<file path="config.mk">
export PLATFORM = sky130hd
export DESIGN_NAME = dl_serial_adder_ctrl
export DESIGN_NICKNAME = d
export VERILOG_FILES = /design/src/rtl/dl_pkg.sv /design/src/rtl/dl_adder_cin.sv /design/src/rtl/dl_serial_adder_ctrl.sv
export SDC_FILE = /design/constraint.sdc
export NUM_CORES = 1
export LEC_CHECK = 0
export BUFFER_PORTS_ARGS = -buffer_cell sky130_fd_sc_hd__buf_2
export CORE_UTILIZATION = 57
export DETAILED_ROUTE_END_ITERATION = 6
export MAX_ROUTING_LAYER = met4
export PLACE_DENSITY = 0.84
export SYNTH_ARGS = -nofsm -noshare
export SYNTH_HDL_FRONTEND = slang
export SYNTH_SLANG_ARGS = --single-unit
</file>
<file path="constraint.sdc">
create_clock -name clk -period 5.4 [get_ports clk]
set_input_delay 0.27 -clock clk [delete_from_list [all_inputs] [get_ports clk]]
set_output_delay 0.27 -clock clk [all_outputs]
set_load 0.01 [all_outputs]
</file>
<file path="src/rtl/dl_pkg.sv">
// Shared definitions for the serial adder controller.
// Contents:
//   dl_sadd_state_t : FSM state encoding.
//                     IDLE=0, BUSY=1, DONE=2.
//                     Code 3 is unreachable and recovers to IDLE.
//   dl_clog2        : ceiling log2 with a minimum result of 1.
//                     Used to size index counters.
package dl_pkg;

  typedef enum logic [1:0] {
    DL_SADD_IDLE = 2'd0,
    DL_SADD_BUSY = 2'd1,
    DL_SADD_DONE = 2'd2,
    DL_SADD_RSVD = 2'd3
  } dl_sadd_state_t;

  // Never returns 0, so a counter built from it is always at least one bit wide.
  function automatic int unsigned dl_clog2(input int unsigned n);
    int unsigned w;
    w = 1;
    while ((32'd1 << w) < n) w = w + 1;
    return w;
  endfunction

endpackage

</file>
<file path="src/rtl/dl_adder_cin.sv">
// Combinational W-bit adder with carry-in and carry-out.
// Ports:
//   i_a    : W-bit operand
//   i_b    : W-bit operand
//   i_cin  : carry in
//   o_sum  : (i_a + i_b + i_cin) mod 2^W
//   o_cout : carry out of bit W-1
module dl_adder_cin #(
  parameter int unsigned W = 8
) (
  input  logic [W-1:0] i_a,
  input  logic [W-1:0] i_b,
  input  logic         i_cin,
  output logic [W-1:0] o_sum,
  output logic         o_cout
);

  logic [W:0] w_full;

  assign w_full = {1'b0, i_a} + {1'b0, i_b} + {{W{1'b0}}, i_cin};
  assign {o_cout, o_sum} = w_full;

endmodule

</file>
<file path="src/rtl/dl_serial_adder_ctrl.sv">
// Multi-cycle wide adder.
//   Reuses one CHUNK_BITS adder across NUM_CHUNKS chunks.
//   Processes the LSB chunk first.
//   Carries between chunks through a register.
// Optional feature, enabled by macro DL_SERIAL_ADDER_SUB_EN:
//   Adds port req_sub.
//   When req_sub=1 the block computes A-B.
// Ports:
//   clk, rst   : clock; synchronous active-high reset
//   req_valid  : request handshake, input
//   req_ready  : request handshake, output
//   req_a      : TOTAL_BITS operand A, latched on accept
//   req_b      : TOTAL_BITS operand B, latched on accept
//   req_sub    : subtract select (only with DL_SERIAL_ADDER_SUB_EN)
//   resp_valid : response handshake, output
//   resp_ready : response handshake, input
//   resp_sum   : (A+B) mod 2^TOTAL_BITS
//   resp_cout  : final chunk carry
//                For subtract: 1 means no borrow.
module dl_serial_adder_ctrl
  import dl_pkg::*;
#(
  parameter int unsigned CHUNK_BITS = 8,
  parameter int unsigned NUM_CHUNKS = 4
) (
  input  logic                               clk,
  input  logic                               rst,
  input  logic                               req_valid,
  output logic                               req_ready,
  input  logic [CHUNK_BITS*NUM_CHUNKS-1:0]   req_a,
  input  logic [CHUNK_BITS*NUM_CHUNKS-1:0]   req_b,
`ifdef DL_SERIAL_ADDER_SUB_EN
  input  logic                               req_sub,
`endif
  output logic                               resp_valid,
  input  logic                               resp_ready,
  output logic [CHUNK_BITS*NUM_CHUNKS-1:0]   resp_sum,
  output logic                               resp_cout
);

  localparam int unsigned       TOTAL_BITS = CHUNK_BITS * NUM_CHUNKS;
  localparam int unsigned       IDX_W      = dl_clog2(NUM_CHUNKS);
  localparam logic [IDX_W-1:0]  LAST_IDX   = IDX_W'(NUM_CHUNKS - 1);

  dl_sadd_state_t          r_state;
  dl_sadd_state_t          w_state_nxt;
  logic [IDX_W-1:0]        r_idx;
  logic                    r_carry;
  logic [TOTAL_BITS-1:0]   r_a;
  logic [TOTAL_BITS-1:0]   r_b;
  logic [TOTAL_BITS-1:0]   r_sum;

  logic                    w_accept;
  logic                    w_busy;
  logic                    w_req_ready;
  logic                    w_resp_valid;
  logic                    w_init_carry;
  logic [CHUNK_BITS-1:0]   w_a_chunk;
  logic [CHUNK_BITS-1:0]   w_b_raw;
  logic [CHUNK_BITS-1:0]   w_b_chunk;
  logic [CHUNK_BITS-1:0]   w_s_chunk;
  logic                    w_c_chunk;

  assign w_a_chunk = r_a[r_idx*CHUNK_BITS +: CHUNK_BITS];
  assign w_b_raw   = r_b[r_idx*CHUNK_BITS +: CHUNK_BITS];

`ifdef DL_SERIAL_ADDER_SUB_EN
  logic r_sub;
  // Two's-complement subtract: invert B chunk by chunk and seed the carry with 1.
  assign w_b_chunk    = r_sub ? ~w_b_raw : w_b_raw;
  assign w_init_carry = req_sub;
`else
  assign w_b_chunk    = w_b_raw;
  assign w_init_carry = 1'b0;
`endif

  dl_adder_cin #(.W(CHUNK_BITS)) u_adder (
    .i_a    (w_a_chunk),
    .i_b    (w_b_chunk),
    .i_cin  (r_carry),
    .o_sum  (w_s_chunk),
    .o_cout (w_c_chunk)
  );

  always_ff @(posedge clk) begin
    if (rst) r_state <= DL_SADD_IDLE;
    else     r_state <= w_state_nxt;
  end

  // req_ready depends only on r_state.
  // req_valid reaches only w_accept, so there is no combinational path to req_ready.
  always_comb begin
    w_state_nxt  = r_state;
    w_req_ready  = 1'b0;
    w_resp_valid = 1'b0;
    w_accept     = 1'b0;
    w_busy       = 1'b0;
    case (r_state)
      DL_SADD_IDLE: begin
        w_req_ready = 1'b1;
        if (req_valid) begin
          w_accept    = 1'b1;
          w_state_nxt = DL_SADD_BUSY;
        end
      end
      DL_SADD_BUSY: begin
        w_busy = 1'b1;
        if (r_idx == LAST_IDX) w_state_nxt = DL_SADD_DONE;
      end
      DL_SADD_DONE: begin
        w_resp_valid = 1'b1;
        if (resp_ready) w_state_nxt = DL_SADD_IDLE;
      end
      default: w_state_nxt = DL_SADD_IDLE;
    endcase
  end

  always_ff @(posedge clk) begin
    if (rst) begin
      r_idx   <= '0;
      r_carry <= 1'b0;
      r_a     <= '0;
      r_b     <= '0;
      r_sum   <= '0;
`ifdef DL_SERIAL_ADDER_SUB_EN
      r_sub   <= 1'b0;
`endif
    end else if (w_accept) begin
      r_idx   <= '0;
      r_carry <= w_init_carry;
      r_a     <= req_a;
      r_b     <= req_b;
      r_sum   <= '0;
`ifdef DL_SERIAL_ADDER_SUB_EN
      r_sub   <= req_sub;
`endif
    end else if (w_busy) begin
      r_sum[r_idx*CHUNK_BITS +: CHUNK_BITS] <= w_s_chunk;
      r_carry <= w_c_chunk;
      // Wrap to 0 on the last chunk.
      // Keeps the index in range in DONE when NUM_CHUNKS is not a power of two.
      r_idx   <= (r_idx == LAST_IDX) ? '0 : r_idx + IDX_W'(1);
    end
  end

  assign req_ready  = w_req_ready;
  assign resp_valid = w_resp_valid;
  assign resp_sum   = r_sum;
  assign resp_cout  = r_carry;

endmodule

</file>
Word level (Yosys, flattened, before mapping):

Cells that the tools add are included.

* $add $sub $neg: 4
* eq/ne operators: 6
* shift-type cells: 4
* muxes and demuxes: 11
* reduce and logical (&&, ||, !) cells: 3

Operators with widths (number)
* $shiftx 32x6->8: 2
* $neg 5->34: 1
* $shift 8x34->32 const A: 1
* $shiftx 8x34->32: 1
* $bwmux 32: 1
* $add 8x8->9: 1
* $add 9x1->9: 1
* $mux 2: 4
* $ne 2x2->1 const B: 3
* $pmux 2 s3: 1
* $mux 1: 5
* $eq 2x2->1 const B: 2
* $reduce_and 3->1: 1
* $add 2x1->2 const B: 1
* $eq 2x1->1 const B: 1
* $logic_not 2->1: 1
* $reduce_or 2->1: 1

* bits in registers: 101
* input bits: 68
* output and inout bits: 35
* word-level logic and storage cells: 34

Longest topological paths before layout:

* word-level depth: 5
* gate-level depth with buffers: 11
* gate-level depth less buffers: 9

Modules after synthesis:

Synthesis repeated with hierarchy kept, for this count alone.

* cell total of the unflattened synthesis: 466
* area, all modules: 4409.2 um^2

By module, submodules not included
* dl_serial_adder_ctrl: instances 1, cells each 424, area each 4077.7 um^2, sequential area each 2021.9 um^2
* dl_adder_cin: instances 1, cells each 42, area each 331.6 um^2, sequential area each 0.0 um^2

Worst setup path before layout:

OpenSTA, ideal clock, no wires.

* kind: register to register
* from: register r_idx[1]
* to: register r_sum[14], in the netlist resp_sum[14]
* setup time: 69 ps
* arrival: 2799 ps
* required time: 5331 ps
* setup slack: 2532 ps
* stages on the path, launching flop included: 12
* buffers on the path: 2
* period minus slack after synthesis: 2868 ps
* cells stage by stage: dfxtp_1 buf_2 clkbuf_1 mux4_2 fa_1 inv_1 fa_1 nor2b_1 o31a_1 o221ai_1 o311ai_2 o21ai_1

* longest elaborated chain between the ends: 5
* elaborated cells on any way between the ends: 8
* classes of those cells: 3 x add/sub; 4 x shift; 1 x mux

RTL lines
* start: declaration: line dl_serial_adder_ctrl.sv:47 `logic [IDX_W-1:0] r_idx;`
* start signal: assignment: line dl_serial_adder_ctrl.sv:142 `r_idx <= (r_idx == LAST_IDX) ? '0 : r_idx + IDX_W'(1);`
* $shiftx 32x6->8 (on tied branches): line dl_serial_adder_ctrl.sv:64, dl_serial_adder_ctrl.sv:65
* $add 8x8->9: line dl_adder_cin.sv:20 `assign w_full = {1'b0, i_a} + {1'b0, i_b} + {{W{1'b0}}, i_cin};`
* $add 9x1->9: line dl_adder_cin.sv:20
* $shiftx 8x34->32: line dl_serial_adder_ctrl.sv:138 `r_sum[r_idx*CHUNK_BITS +: CHUNK_BITS] <= w_s_chunk;`
* $bwmux 32 (*): line dl_serial_adder_ctrl.sv:138
* end signal: indexed assignment: line dl_serial_adder_ctrl.sv:138
* end: declaration: line dl_serial_adder_ctrl.sv:51 `logic [TOTAL_BITS-1:0] r_sum;`

Every way passes the cells marked *; elsewhere a longest branch is shown, timed or not.
A chain may end at the register's enable or synchronous reset.

Worst setup path in the final report:

* from: register r_idx[0]
* to: register r_sum[6], in the netlist resp_sum[6]

The elaborated chain is that of the path after synthesis.

==> flow_metrics.tcl <==
set metrics [dict create \
    diodes 0 \
    critical_path.top_delay_family "compound AO/OA/AOI/OAI gates" \
    placed_cells 656 \
    routed_wire_length_per_instance_um 14.5 \
    achievable-frequency_mhz 286 \
    cpMostUsedCell "fa_1" \
    worst_hold_path_type "input port to flip-flop" \
    worstSetupPathType "flip-flop to flip-flop" \
    final_setup_skew_ps 11.4 \
    finalSetupViolCount 0 \
    cp_slowest_cell "dfxtp_1" \
    outcome "finished, final reports clean" \
    worstPathRequired_ps 5700 \
    cell_internal_pwr_uw 1120 \
    worstReg2RegEnd "resp_sum[6]" \
    final_hold_viol_count 0 \
    grtUsageTotal_pct 27.0 \
    global_route_wire_length_before_repair_um 15700 \
    fill_cells 596 \
    post_route_clock_period_utilization_pct 64.7 \
    netlist-cell-type-count 41 \
    cellLeakagePower_uw 0.00212 \
    port_buffers 102 \
    mappedNetlistNets 565 \
    dieArea_um2 7940 \
    cts_root_buf "clkbuf_8" \
    logic_pwr_share_pct 12.8 \
    groute.layer.met1.usage_pct 34.5 \
    tritoncts "yes" \
    post_synth_instance_area_um2 4330 \
    synth.top_cells.by_count "nand2_1 (132), dfxtp_1 (101), a21oi_1 (71), nor2_1 (29), a22oi_1 (21)" \
    critical_path_peak_fanout 13 \
    r2r_cells 10 \
    cts-resized-gates 0 \
    use_met3_pct 3.79 \
    ys_ff_latch 101 \
    grt_max_degree 69 \
    grt_use_met2_pct 43.4 \
    drt_iter0_drc 153 \
    holdBufCountCts 0 \
    final_slew_viol_count 0 \
    effective_utilization_at_floorplan_pct 59.3 \
    timing.critical_path.to_type "flip-flop" \
    floorplan.io_pins 103 \
    die_h_um 89.1 \
    tritoncts.num_buffers 9 \
    hold_end "r_b[5]" \
    synth_async_sr_flop_share_pct 0 \
    core_area_um2 7290 \
    worstPathArrival_ps 3800 \
    hold_start "req_b[5]" \
    final_setup_tns_ps 0 \
    dominantRegCellSynth "dfxtp_1" \
    layout.nets 651 \
    final_period_minus_worst_setup_slack_ps 3500 \
    busiest_layer "met2" \
    top_post_synthesis_cells_by_area "dfxtp_1 (47%), nand2_1 (11%), mux4_2 (8.3%)" \
    regToRegSetupSlack_ps 1900 \
    worstReg2RegStart "r_idx[0]" \
    timing.max_slew.rel_slack_pct 23.2 \
    ant_nets 0 \
    unrepaired_setup_endpoints_after_global_routing "no" \
    postLayoutCellArea_um2 5070 \
    pwr-share-clk_pct 35.2 \
    syn_inst 482 \
    std_cell_rows 31 \
    synthDominantCellAreaShare_pct 46.7 \
    htree_num_levels 3 \
    die_width_um 89.1 \
    post_route_cells_drive_above_1_share_pct 26.5 \
    most_repeated_cell_in_the_gate_level_netlist_after_synthesis "nand2_1" \
    initial_antenna_violation_count 0 \
    worst_skew_late_latency_ps 370 \
    routed-via-count 3675 \
    total_power_uw 1530 \
    cts_max_path_buffers 2 \
    power.share.switching_pct 26.8 \
    timing.critical_path.buf_inv 2 \
    cap_viol_max_count 0 \
    hold-path-cell-count 3 \
    ir_worst_vdd_uv 192 \
    synth_seq_area_share_pct 46.7 \
    syn_area_per_cell_um2 8.97 \
    synth_enable_flop_cells 0 \
    count_of_synthesis_stage_warnings_from_yosys 0 \
    detail_route.wirelength_um 9750 \
    power_frac_seq_pct 52.0 \
    post-route-util_pct 69.6 \
    hpwl_um 7030 \
    cts.sink_count 101 \
    grt_remaining_overflow 0 \
    switchingPower_uw 411 \
    final_cells 672 \
    post_cts_buffers 0 \
    pwr_density_cell_nw_per_um2 302 \
    detailed_place.area_um2 4840 \
    placer_congestion_estimate 0.838 \
    critical_path.cell_chain "buf_4, mux4_2, fa_1, inv_1, fa_1, nor2b_1, o31a_1, o221ai_1, o311ai_2, o21ai_1" \
    crit_path_start_kind "flip-flop" \
    via_count_of_the_first_global_routing_pass 3444 \
    critPathMaxStageDelay_ps 770 \
    worst-slew-pin-transition_ps 1150 \
    route.detailed.drc 0 \
    post_drt_via_cell_ratio 5.47 \
    synth.largest_area_cell "dfxtp_1" \
    detail_route.first_pass.iterations 5 \
    cts.reportedPaths.clkPinSlew_ps 100 \
    syn_to_final_growth_pct 17.3 \
]
==> sequential cells by signal (all words and copies together) (netlist names) <==
register and cells:
resp_cout 1, r_b 32, r_idx 2, r_state 2
resp_sum 32, r_a 32
==> power groups by stage <==
stage / registers (µW) / clock network [µW] / logic [µW]
after floorplan: 807 / 0 / 144
after global placement: 813 / 0 / 189
after detailed placement: 815 / 0 / 195
after CTS: 798 / 545 / 196
after global routing: 802 / 579 / 219
final: 798 / 541 / 196
==> kinds of logic (layout without fill, tap and decap cells) <==
| group | Yosys count | in the layout | share of synthesized area, % |
|---|---|---|---|
| xor+xnor | 4 | 4 | 0.810 |
| fa+ha+maj | 15 | 15 | 4.69 |
| compound gates | 116 | 116 | 15.4 |
| buf+inv | 37 | 128 | 3.79 |
| flops | 101 | 101 | 46.7 |
| simple gates | 193 | 193 | 20.2 |
| mux | 16 | 16 | 8.33 |
==> worst min-delay path: stages <==
cell and delay [ps]:
buf_2 90, nand2_1 40, a21oi_1 50
==> per-layer routing <==
metal / vias to the layer above / share of wire, % / wire, µm
met5: - / 0 / 0
met4: 0 / 1.9 / 182
met3: 20 / 5.2 / 511
met2: 127 / 48 / 4730
met1: 1707 / 44 / 4330
li1: 1821 / - / -
==> final cells by class <==
type	instances	area (µm²)	area share, %
inverter	8	30.0	0.592
tap	99	124	2.44
sequential	101	2020	39.9
clock buffer	9	124	2.44
clock inverter	7	105	2.07
timing repair buffer	104	526	10.4
multi-input combinational	344	2140	42.2
==> layout by cell type (no fill, tap or decap), types with 3 or more instances in the layout <==
| master | Yosys | layout |
|---|---|---|
| a21oi_1 | 71 | 71 |
| a22oi_1 | 21 | 21 |
| buf_2 | 11 | 102 |
| clkbuf_8 | 0 | 9 |
| dfxtp_1 | 101 | 101 |
| ha_1 | 13 | 13 |
| inv_1 | 8 | 8 |
| mux4_2 | 16 | 16 |
| nand2_1 | 132 | 131 |
| nand2_2 | 3 | 4 |
| nand3_1 | 12 | 12 |
| nor2_1 | 29 | 29 |
| nor4_4 | 3 | 3 |
| o21ai_0 | 8 | 8 |
| o21ai_1 | 6 | 6 |
| xnor2_1 | 3 | 3 |
==> worst max path at each step <==
stage,from,to,slack [ps],cells after the start
3_5_place_dp,r_idx[0],resp_sum[6],1920,10
5_1_grt,r_idx[0],resp_sum[6],1660,10
2_1_floorplan,r_idx[1],resp_sum[14],2530,11
4_1_cts,r_idx[0],resp_sum[6],1890,10
3_3_place_gp,r_idx[0],resp_sum[14],2040,10
6_report,r_idx[0],resp_sum[6],1900,10
==> stage by stage <==
step / hold slack, ps / setup slack (ps)
final: 131 / 1900
after global placement: 440 / 2040
after global routing: 122 / 1660
after floorplan: 406 / 2530
after detailed placement: 446 / 1920
after CTS: 126 / 1890
Note: power is estimated with default switching activity, not from simulation.
